### src/rtl/capture_sequencer.sv
// capture_sequencer
//   Sequences an RF capture session on the ADC sample stream and feeds the
//   USB-bound sample FIFO. A session starts on collectRequest, discards
//   SYNC_CYCLES samples to flush the ADC register pipeline, then writes one
//   16-bit word per cycle. Once collectRequest drops, capture always ends on a
//   whole block. A full FIFO aborts the session into a sticky overflow state.
//
//   Build option: define CAPTURE_TAG_EN to place blockCount[5:0] in
//   fifoData[15:10] so the host can spot dropped blocks; otherwise the upper
//   six bits are zero.
//
// Ports
//   clock            sample clock, rising edge
//   nReset           asynchronous active-low reset
//   collectRequest   host capture enable (synchronous to clock)
//   testModeRequest  host test-pattern request, sampled at session start only
//   adcData[9:0]     registered ADC sample
//   fifoFull         FIFO cannot accept a write this cycle
//   nTestmode        0 = test pattern, 1 = live ADC
//   fifoWrite        FIFO write strobe
//   fifoData[15:0]   FIFO write word {tag, sample}
//   capturing        high in SYNC, CAPTURE and FINISH
//   bufferOverflow   sticky overflow error, cleared at next session start
//   blockCount[15:0] blocks completed in this session, wraps modulo 2^16
//
// States
//   IDLE     | waiting for collectRequest
//   SYNC     | discarding pipeline samples after start
//   CAPTURE  | writing one word per cycle while collectRequest is high
//   FINISH   | request dropped; writing until the block is complete
//   OVERFLOW | FIFO was full; waiting for collectRequest to drop

module capture_sequencer #(
  parameter int BLOCK_WORDS = 8192,
  parameter int SYNC_CYCLES = 2
) (
  input  logic        clock,
  input  logic        nReset,
  input  logic        collectRequest,
  input  logic        testModeRequest,
  input  logic [9:0]  adcData,
  input  logic        fifoFull,
  output logic        nTestmode,
  output logic        fifoWrite,
  output logic [15:0] fifoData,
  output logic        capturing,
  output logic        bufferOverflow,
  output logic [15:0] blockCount
);

  localparam int WW = (BLOCK_WORDS > 1) ? $clog2(BLOCK_WORDS) : 1;
  localparam logic [WW-1:0] LAST_WORD = WW'(BLOCK_WORDS - 1);
  localparam logic [3:0]    SYNC_LAST = 4'(SYNC_CYCLES - 1);

  typedef enum logic [2:0] {
    IDLE     = 3'd0,
    SYNC     = 3'd1,
    CAPTURE  = 3'd2,
    FINISH   = 3'd3,
    OVERFLOW = 3'd4
  } state_t;

  state_t        state_q, state_d;
  logic [WW-1:0] word_count_q, word_count_d;
  logic [3:0]    sync_count_q, sync_count_d;
  logic          n_testmode_q, n_testmode_d;
  logic          fifo_write_q, fifo_write_d;
  logic [15:0]   fifo_data_q, fifo_data_d;
  logic          capturing_q, capturing_d;
  logic          buffer_overflow_q, buffer_overflow_d;
  logic [15:0]   block_count_q, block_count_d;
  logic [5:0]    tag;
  logic          last_word;

`ifdef CAPTURE_TAG_EN
  assign tag = block_count_q[5:0];
`else
  assign tag = 6'd0;
`endif

  assign last_word = (word_count_q == LAST_WORD);

  always_comb begin
    state_d           = state_q;
    word_count_d      = word_count_q;
    sync_count_d      = sync_count_q;
    n_testmode_d      = n_testmode_q;
    fifo_write_d      = 1'b0;
    fifo_data_d       = fifo_data_q;
    buffer_overflow_d = buffer_overflow_q;
    block_count_d     = block_count_q;

    case (state_q)
      IDLE: begin
        if (collectRequest) begin
          state_d           = SYNC;
          n_testmode_d      = ~testModeRequest;
          buffer_overflow_d = 1'b0;
          block_count_d     = 16'd0;
          word_count_d      = '0;
          sync_count_d      = 4'd0;
        end
      end
      SYNC: begin
        sync_count_d = sync_count_q + 4'd1;
        if (!collectRequest) begin
          state_d = IDLE;
        end else if (sync_count_q == SYNC_LAST) begin
          state_d = CAPTURE;
        end
      end
      CAPTURE, FINISH: begin
        // A full FIFO wins over both the request drop and the block wrap.
        if (fifoFull) begin
          state_d           = OVERFLOW;
          buffer_overflow_d = 1'b1;
        end else begin
          fifo_write_d = 1'b1;
          fifo_data_d  = {tag, adcData};
          if (last_word) begin
            word_count_d  = '0;
            block_count_d = block_count_q + 16'd1;
          end else begin
            word_count_d = word_count_q + WW'(1);
          end
          // Once stopping, the session ends only after the last word of a block.
          if ((state_q == FINISH) || !collectRequest) begin
            state_d = last_word ? IDLE : FINISH;
          end
        end
      end
      OVERFLOW: begin
        if (!collectRequest) begin
          state_d = IDLE;
        end
      end
      default: state_d = IDLE;
    endcase

    // Registered from the next state so capturing tracks the state exactly.
    capturing_d = (state_d == SYNC) || (state_d == CAPTURE) || (state_d == FINISH);
  end

  always_ff @(posedge clock or negedge nReset) begin
    if (!nReset) begin
      state_q           <= IDLE;
      word_count_q      <= '0;
      sync_count_q      <= 4'd0;
      n_testmode_q      <= 1'b1;
      fifo_write_q      <= 1'b0;
      fifo_data_q       <= 16'd0;
      capturing_q       <= 1'b0;
      buffer_overflow_q <= 1'b0;
      block_count_q     <= 16'd0;
    end else begin
      state_q           <= state_d;
      word_count_q      <= word_count_d;
      sync_count_q      <= sync_count_d;
      n_testmode_q      <= n_testmode_d;
      fifo_write_q      <= fifo_write_d;
      fifo_data_q       <= fifo_data_d;
      capturing_q       <= capturing_d;
      buffer_overflow_q <= buffer_overflow_d;
      block_count_q     <= block_count_d;
    end
  end

  assign nTestmode      = n_testmode_q;
  assign fifoWrite      = fifo_write_q;
  assign fifoData       = fifo_data_q;
  assign capturing      = capturing_q;
  assign bufferOverflow = buffer_overflow_q;
  assign blockCount     = block_count_q;

endmodule

### config.mk
export PLATFORM = sky130hd
export DESIGN_NAME = capture_sequencer
export DESIGN_NICKNAME = d
export VERILOG_FILES = /design/src/rtl/capture_sequencer.sv
export SDC_FILE = /design/constraint.sdc
export NUM_CORES = 1
export LEC_CHECK = 0
export CAP_MARGIN = 20
export CORE_ASPECT_RATIO = 0.9
export CORE_MARGIN = 2
export CORE_UTILIZATION = 55
export DETAILED_ROUTE_END_ITERATION = 8
export PLACE_DENSITY = 0.84
export SLEW_MARGIN = 20
export SYNTH_ARGS = -nofsm -noshare
export SYNTH_HDL_FRONTEND = slang
export SYNTH_SLANG_ARGS = --single-unit
export TNS_END_PERCENT = 10
### constraint.sdc
create_clock -name clock -period 3.5 [get_ports clock]
set_clock_uncertainty 0.2 [all_clocks]
set_input_delay 0.7 -clock clock [delete_from_list [all_inputs] [get_ports clock]]
set_output_delay 0.7 -clock clock [all_outputs]
set_load 0.01 [all_outputs]
==> qor.txt <==
status: complete, no violations
grt ovf: 0
CTS tree: yes
DRT Wirelength: 5570 um
# rows: 23
dpl hpwl: 3890 um
relative slew slack: 33.2%
core area: 4460 um2
Num CTS Buffers: 5
post-synthesis sequential area ratio: 49.0%
critical path endpoint category: flop
synthesis warning total: 0
vias: 2138
CP Launch Type: input port
multiplexer share of the synthesized area: 0.833%
syn avg cell area: 9.49 um2
Synth Area in Simple Gates: 23.5%
WHS: 0.209 ns
CTS clk-pin slew, worst paths: 0.09 ns
Final ANT Viol Nets: 0
Post-synth EDFFs: 0
all-layer global routing usage: 23.6%
GRT busiest layer: met2
top_reg_cell synth: dfrtp_1
number of global-route vias before repair: 2025
TNS Setup: 0 ns
filler cell count: 360
met1 Track Usage GR: 32.7%
DIE AREA: 5210 um2
Worst Hold Class: in -> async
mapped cell area: 2550 um2
Die Wd: 75.8 um
share of cells above drive strength 1: 5.86%
Post-Place Cell Area: 2970 um2
Iter 0 DRT Violations: 115
Post-CTS Resized: 0
Yosys cell types: 50
post-layout min period: 2.80 ns
maximum VDD drop: 0.633 mV
number of hold violations in the final report: 0
fmax: 0.357 GHz
commonest non-fill, non-tap cell in the layout: nand2_1
P&R area growth vs syn: 20.8%
Crit Path Max Fanout: 22
Avg WL per Cell: 15.1 um
Total Power: 1.87 mW
Top Ports: 51
Final setup viols: 0
largest family of logic cells by synthesized area: simple AND/OR/NAND/NOR gates
Initial Util: 57.3%
most frequent cells in the layout: nand2_1 (50), dfrtp_1 (49), clkdlybuf4s50_1 (43)
Nets: 325
Max H-tree Level: 2
CTS root buf: clkbuf_8
Antenna diodes: 0
die height: 68.6 um
Synth Area in Compound Gates: 17.2%
RSZ-0062 raised after global routing: false
synthesized-area fraction occupied by adder cells: 1.96%
antenna violations before repair: 0
Worst-Margin Slew: 1.00 ns
Post-CTS Setup Inserts: 0
M2 GR Usage: 37.2%
CTS max path bufs: 2
drt first pass iters: 4
ys async rst share: 100%
Cells after Synth: 269
first-pass GRT wire length: 9380 um
largest net degree at the start of global routing: 51
met3 GRT Util: 4.94%
PD cells: 605 nW/um2
DRC: 0
Static Leak: 1.32 nW
CP arrival: 2.83 ns
final non-filler cell total: 369
cell area after layout: 3080 um2
Sink Count: 50
via/cell ratio: 5.79
final worst-path cycle share: 80.0%
placed cells: 361
Setup CP Type: in -> reg
IO Port Bufs: 44
max-cap violations: 0
CTS Hold Bufs: 0
Slew Limit Fails: 0
Req. time, crit path: 3.53 ns
GP Congestion: 0.835
Seq cells post-synth: 50
worst skew pair latency: 0.30 ns
Synth Area in XOR/XNOR: 1.71%
## where the power goes
part / switching, mW / total (mW) / internal (mW)
logic: 0.411 / 0.683 / 0.271
registers: 0.0927 / 0.778 / 0.686
clock network: 0.193 / 0.406 / 0.213
## critical path, cell delays in order
cell	delay, ns
clkdlybuf4s50_1	0.50
or3b_1	0.15
clkinv_2	0.27
nor2_2	0.72
nor2_1	0.28
a21oi_1	0.20
## metal layers
| metal | part of all wire [%] | vias to the layer above |
|---|---|---|
| li1 | - | 1040 |
| met1 | 45 | 1038 |
| met2 | 49 | 51 |
| met3 | 4.1 | 9 |
| met4 | 1.7 | 0 |
| met5 | 0 | - |
## sequential cells by signal, indices dropped and copies added (netlist names)
signal	count
bufferOverflow	1
fifoWrite	1
blockCount	16
fifoData	10
state_q	3
word_count_q	13
sync_count_q	4
capturing	1
nTestmode	1
## synth_stat cells (2+ instances only)
library cell / instances / area share [%]
buf_4: 6 / 1.8
nand2b_1: 3 / 0.74
nor2b_1: 2 / 0.49
o21ai_0: 20 / 3.9
buf_6: 3 / 1.3
o2111ai_1: 2 / 0.69
o31ai_1: 10 / 2.9
ha_1: 4 / 2.0
buf_1: 2 / 0.29
o211ai_1: 3 / 0.88
or3_1: 4 / 0.98
o22ai_1: 3 / 0.74
clkbuf_1: 6 / 0.88
a22o_1: 4 / 1.4
dfrtp_1: 49 / 48
nand2_1: 50 / 7.3
a21oi_1: 15 / 2.9
xor2_1: 4 / 1.4
and4_1: 4 / 1.4
nand4_1: 4 / 0.98
nand3_1: 12 / 2.4
a21o_1: 3 / 0.88
nor3_1: 3 / 0.59
nor2_1: 12 / 1.8
or4_1: 11 / 3.2
buf_2: 4 / 0.78
and3_1: 2 / 0.49
inv_1: 2 / 0.29
## per-stage QoR
| step | utilization, % | worst slack (ns) |
|---|---|---|
| 2_1_floorplan | - | 1.18 |
| 3_3_place_gp | 66.6 | 0.499 |
| 3_5_place_dp | 66.6 | 0.396 |
| 4_1_cts | 69.1 | 0.697 |
| 5_1_grt | 69.1 | 0.446 |
| 6_report | 69.1 | 0.699 |
## layout make-up
cell class / instances / area, um2 / area share (%)
clock buffer: 6 / 72.6 / 2.35
clock inverter: 2 / 37.5 / 1.22
inverter: 3 / 12.5 / 0.406
multi-input combinational: 200 / 1180 / 38.2
sequential: 50 / 1250 / 40.6
tap: 62 / 77.6 / 2.52
timing repair buffer: 46 / 453 / 14.7
## logic make-up after synthesis
| group | count (synthesis) |
|---|---|
| and+or+nand+nor | 115 |
| muxes | 2 |
| xor gates and xnor gates | 5 |
| DFF | 50 |
| AOI/OAI and AO/OA | 68 |
| buffers and inverters | 24 |
| other | 1 |
| adders and majority gates | 4 |
## worst paths after layout
| check | start | endpoint | slack [ns] | cells after the start |
|---|---|---|---|---|
| worst min-delay path | nReset | sync_count_q[1] | 0.21 | 1 |
| max in group asynchronous | nReset | state_q[1] | 2.48 | 1 |
| worst max-delay path | fifoFull | word_count_q[11] | 0.70 | 6 |
| min in group clock | fifoData[9] | fifoData[9] | 0.29 | 2 |
| worst min register to register | fifoData[9] | fifoData[9] | 0.29 | 2 |
| worst max register to register | word_count_q[0] | blockCount[10] | 0.95 | 5 |
Power figures use the tool's default switching activity.
